==> src/rtl/mult_datapath.sv <==
// -----------------------------------------------------------------------------
// mult_datapath
//   Shift-and-add multiplier datapath sitting under the 16-bit control-word
//   FSM. Each cycle it decodes i_ctrl, reads two operands from an 8-entry
//   register file, runs them through a 4-function ALU and optionally writes
//   the result back. Status flags are fed back to the FSM to pick its next
//   state. By convention r0 = product, r1 = multiplicand (shifted left),
//   r2 = multiplier (shifted right).
//
// Ports
//   clk      in   1      clock, rising edge
//   rst      in   1      asynchronous, active-high reset
//   i_load   in   1      r0<=0, r1<=i_a, r2<=i_b, overflow cleared
//   i_a      in   WIDTH  multiplicand
//   i_b      in   WIDTH  multiplier
//   i_ctrl   in   16     control word:
//                          [15:14] alu_op  [13:12] reserved  [11:9] sel_a
//                          [8:6]   sel_b   [5:3]   sel_dst   [2] reserved
//                          [1]     shr2    [0]     w
//   o_result out  WIDTH  r0 (product)
//   mayor    out  1      r[sel_a] > r[sel_b], unsigned
//   paridad  out  1      r2[0]
//   compuor  out  1      r2 == 0
//   o_ovf    out  1      sticky overflow of r0 since last load
//
// There is no handshake: the FSM owns sequencing and the datapath obeys the
// control word every cycle. i_load outranks i_ctrl.
// -----------------------------------------------------------------------------
module mult_datapath #(
   parameter int WIDTH = 8
) (
   input  logic             clk,
   input  logic             rst,
   input  logic             i_load,
   input  logic [WIDTH-1:0] i_a,
   input  logic [WIDTH-1:0] i_b,
   input  logic [15:0]      i_ctrl,
   output logic [WIDTH-1:0] o_result,
   output logic             mayor,
   output logic             paridad,
   output logic             compuor,
   output logic             o_ovf
);

   localparam logic [1:0] OP_ADD  = 2'b00;
   localparam logic [1:0] OP_SHL  = 2'b01;
   localparam logic [1:0] OP_SHR  = 2'b10;
   localparam logic [1:0] OP_PASS = 2'b11;

   logic [WIDTH-1:0] regs [8];

   logic [1:0]       alu_op;
   logic [2:0]       sel_a;
   logic [2:0]       sel_b;
   logic [2:0]       sel_dst;
   logic             shr2;
   logic             w;
   logic [WIDTH-1:0] op_a;
   logic [WIDTH-1:0] op_b;
   logic [WIDTH-1:0] alu_res;
   logic             alu_co;

   assign alu_op  = i_ctrl[15:14];
   assign sel_a   = i_ctrl[11:9];
   assign sel_b   = i_ctrl[8:6];
   assign sel_dst = i_ctrl[5:3];
   assign shr2    = i_ctrl[1];
   assign w       = i_ctrl[0];

   // Reserved control bits are decoded nowhere; they are folded here only so
   // the intent of leaving them unused is explicit.
   logic unused_ctrl;
   assign unused_ctrl = ^{i_ctrl[13:12], i_ctrl[2]};

   assign op_a = regs[sel_a];
   assign op_b = regs[sel_b];

   // alu_co carries the bit lost from the WIDTH-bit result: ADD carry-out or
   // the MSB shifted out by SHL. It matters only when r0 is the destination.
   always_comb begin
      alu_res = op_a;
      alu_co  = 1'b0;
      case (alu_op)
         OP_ADD:  {alu_co, alu_res} = {1'b0, op_a} + {1'b0, op_b};
         OP_SHL:  begin
            alu_res = {op_a[WIDTH-2:0], 1'b0};
            alu_co  = op_a[WIDTH-1];
         end
         OP_SHR:  alu_res = {1'b0, op_a[WIDTH-1:1]};
         OP_PASS: alu_res = op_a;
         default: alu_res = op_a;
      endcase
   end

   always_ff @(posedge clk or posedge rst) begin
      if (rst) begin
         for (int i = 0; i < 8; i++) regs[i] <= '0;
         o_ovf <= 1'b0;
      end else if (i_load) begin
         regs[0] <= '0;
         regs[1] <= i_a;
         regs[2] <= i_b;
         o_ovf   <= 1'b0;
      end else begin
         if (shr2) regs[2] <= {1'b0, regs[2][WIDTH-1:1]};
         // Placed after the shift so an ALU write to r2 overrides it.
         if (w) begin
            regs[sel_dst] <= alu_res;
            if ((sel_dst == 3'd0) && alu_co) o_ovf <= 1'b1;
         end
      end
   end

   assign o_result = regs[0];
   assign mayor    = (op_a > op_b);
   assign paridad  = regs[2][0];
   assign compuor  = (regs[2] == '0);

endmodule

==> config.mk <==
export PLATFORM = sky130hd
export DESIGN_NAME = mult_datapath
export DESIGN_NICKNAME = d
export VERILOG_FILES = /design/src/rtl/mult_datapath.sv
export SDC_FILE = /design/constraint.sdc
export NUM_CORES = 1
export LEC_CHECK = 0
export CELL_PAD_IN_SITES_DETAIL_PLACEMENT = 0
export CELL_PAD_IN_SITES_GLOBAL_PLACEMENT = 1
export CORE_MARGIN = 2
export CORE_UTILIZATION = 42
export CTS_BUF_LIST = sky130_fd_sc_hd__clkbuf_16
export DETAILED_ROUTE_END_ITERATION = 16
export GPL_TIMING_DRIVEN = 0
export PLACE_DENSITY_LB_ADDON = 0.1
export SLEW_MARGIN = 20
export SYNTH_ARGS = -nofsm -noshare
export SYNTH_HDL_FRONTEND = slang
export SYNTH_SLANG_ARGS = --single-unit
==> constraint.sdc <==
create_clock -name clk -period 3 [get_ports clk]
set_clock_uncertainty 0.15 [all_clocks]
set_input_delay 0.45 -clock clk [delete_from_list [all_inputs] [get_ports clk]]
set_output_delay 0.45 -clock clk [all_outputs]
set_load 0.01 [all_outputs]
==> results.yml <==
placement:
  dp.final_hpwl_um: 10000
  dp_slack_ns: -1.30
  place.gp.congestion: 0.809
  placed_cell_area_mm2: 0.00528
  io_buffers: 36
global_routing:
  grt_overflow: 0
  antenna_found_initial: 0
  grt_max_degree: 46
  grt_pass1_wl_um: 22100
  gr-usage-met1_pct: 35.3
  use_met2_pct: 41.7
  grtUsageMet3_pct: 3.35
  first_global_vias: 3798
  track_usage_pct: 25.7
  grt_busiest_layer: "met2"
setup_path:
  r2r_start: "o_result[1]"
  rr_endpoint: "o_result[7]"
  crit_required_ns: 3.07
  critPathBufInv: 3
  slowest_delay_ns: 0.49
  worst-path-max-fanout: 7
  r2r_slack_ns: -0.24
  cp-end-kind: "flop"
  cpLargestDelayFamily: "multiplexers"
  endpoint: "o_result[7]"
  startpoint: "o_result[1]"
  criticalPathCategory: "flop to flop"
  cp.arrival_ns: 3.31
  worstSetupStartpointType: "flop"
  crit_top_cell: "buf_4"
  path_cells: "mux4_2 > mux2i_4 > ha_4 > buf_4 > nor3b_4 > o311ai_4 > o311ai_2 > xor2_1 > o31ai_4 > buf_12 > buf_4 > a22o_1"
  crit_cells: 12
  reg2regPathDepth: 12
  cp_slowest_cell: "mux4_2"
sta:
  relSlewSlack_pct: 27.0
  hold_viol: 0
  period_share_pct: 108
  max_freq_mhz: 309
  whs_ns: 0.273
  tightest_slew_ns: 1.09
  setup_violations: 24
  tns_ns: -3.67
  period_needed_ns: 3.24
  setup_ws_ns: -0.241
  slew_viol_final: 0
  rsz0062_at_grt: "yes"
cells_and_area:
  final_common_cell: "dfrtp_1"
  syn_to_final_growth_pct: 36.5
  final_cell_mix: "dfrtp_1 (61), buf_4 (34), clkdlybuf4s50_1 (33), mux2_2 (29), mux2i_1 (21)"
  drive_gt1_share_pct: 39.6
  fin_area_mm2: 0.00628
  nNetsFinal: 542
  antennaDiodeCount: 0
synthesis:
  synth-async-reset-ratio_pct: 100
  syn_nets: 462
  synthCells: 410
  yosys_most_used_dff: "dfrtp_1"
  ys_seq_area_share_pct: 35.3
  synth-compound-area-share_pct: 19.2
  synth-simple-area-share_pct: 8.34
  synth-seq-cells: 65
  synth.distinct_cells: 60
  avgSynthCellArea_um2: 11.2
  muxShareOfSynthArea_pct: 25.7
  synth-xor-area-share_pct: 1.14
  synth_warnings: 0
  synthAdderAreaFrac_pct: 4.78
  synth_edf_count: 0
  synth_area_mm2: 0.00460
  synth_top_family_by_area: "multiplexers"
drt:
  num_vias: 3761
  viasPerCell: 5.92
  drt_iter0_drc: 230
  drt-total-wl_um: 14500
  detail-route-antenna-nets: 0
  wl_per_cell_um: 22.8
  drc_errors: 0
  first_pass_iters: 4
die:
  core_area_mm2: 0.0107
  fp.dieW_um: 109
  dieArea_mm2: 0.0118
  die_h_um: 109
  pin_count: 47
  initial_core_util_pct: 42.9
  row_count: 38
clocking:
  numCtsBuffers: 9
  cts_root_buf: "clkbuf_16"
  cts_hold_buffers: 0
  clk_path_buf_depth: 2
  cts.reportedPaths.clkPinSlew_ns: 0.06
  cts_tree: "yes"
  htreeDepth: 3
  clkLatencyLatePin_ns: 0.33
  cts_num_sinks: 65
outcome:
  violations: "negative setup slack"
  status: "finished with violations"
min_path:
  hp-class: "input pin to asynchronous set/reset pin"
power_and_ir_drop:
  irDropWorstVdd_uv: 369
  power.density_mw_per_mm2: 671
  leakagePower_nw: 2.70
run:
  max_cap_violations: 0
## stage by stage
| step | power [W] | cells | utilization, % |
|---|---|---|---|
| after floorplan | 0.00233 | 410 | - |
| after global placement | 0.00272 | 586 | 48.9 |
| after detailed placement | 0.00274 | 587 | 49.2 |
| after CTS | 0.00393 | 628 | 55.8 |
| after global routing | 0.00443 | 635 | 58.5 |
| final | 0.00422 | 635 | 58.5 |
## state kept, by name (all words and copies together), names as in the netlist
name and count:
o_result 8, regs 55, paridad 1, o_ovf 1
## repair_timing
| item | CTS | global route |
|---|---|---|
| pin swaps | 17 | 18 |
| gates resized for setup | 51 | 51 |
| buffers inserted | 23 | 8 |
| setup endpoints to repair | 66 | 55 |
| cloned | 2 | 0 |
## layer usage
layer,vias to the layer above,share of wire (%)
li1,1705,-
met3,22,3.8
met2,102,49
met1,1932,45
met5,-,0
met4,0,2.0
## final cells by class
class	instances	area, um2
Timing Repair Buffer	69	713
Inverter	20	77.6
Clock inverter	7	37.5
Sequential cell	65	1630
Fill cell	947	4460
Tap cell	140	175
Buffer	27	245
Multi-Input combinational cell	298	3180
Clock buffer	9	225
## logic make-up (layout without fill, tap and decap cells)
family | Yosys count | count (layout)
simple gates | 76 | 76
flops | 65 | 65
xor+xnor | 6 | 6
fa+ha+maj | 17 | 17
compound gates | 107 | 107
buf+inv | 47 | 132
mux | 92 | 92
## how the worst min path moves through the flow
stage / start / to / slack [ns]
finish: rst / regs[9] / 0.27
detailed placement: regs[12] / regs[12] / 0.35
global placement: regs[12] / regs[12] / 0.33
global route: rst / regs[9] / 0.29
floorplan: regs[12] / regs[12] / 0.31
CTS: rst / regs[9] / 0.28
## cells in the mapped netlist, types with 2 or more instances
library cell   n  area share, %
a211oi_1       4           0.65
a211oi_2       3           0.82
a21o_1         6           0.98
a21oi_1       20            2.2
a221o_1        2           0.43
a221oi_2       3           0.98
a221oi_4       3            1.7
a22o_1        15            2.9
a22oi_1        5           0.82
a2bb2oi_1      4           0.76
a31oi_1        2           0.27
and2_1         2           0.27
and3_1         4           0.54
buf_1          5           0.41
buf_2          3           0.33
buf_4          8            1.3
buf_6          2           0.49
clkbuf_1       7           0.57
dfrtp_1       65             35
ha_1          16            4.3
inv_1         20            1.6
mux2_1        14            3.4
mux2_2        36            8.8
mux2i_1       26            5.7
mux4_2        16            7.8
nand2_1       20            1.6
nand2b_1       4           0.54
nand3_1        2           0.22
nor2_1        20            1.6
nor2_2         2           0.27
nor2b_1       10            1.4
nor3_1         5           0.54
o211ai_2       2           0.54
o21a_1         3           0.49
o21ai_0       11            1.2
o21ai_1        3           0.33
o22ai_1        8            1.1
o22ai_2        2           0.54
or4_1          2           0.33
xnor2_1        5           0.95
## power breakdown
part           switching (W)  total, W  leakage [nW]  internal (W)
registers           0.000175   0.00128         0.807       0.00110
clock network       0.000402  0.000950         0.126      0.000548
logic               0.000993   0.00199          1.77      0.000998
total                0.00157   0.00422          2.70       0.00265
(Power assumes the default switching activity.)
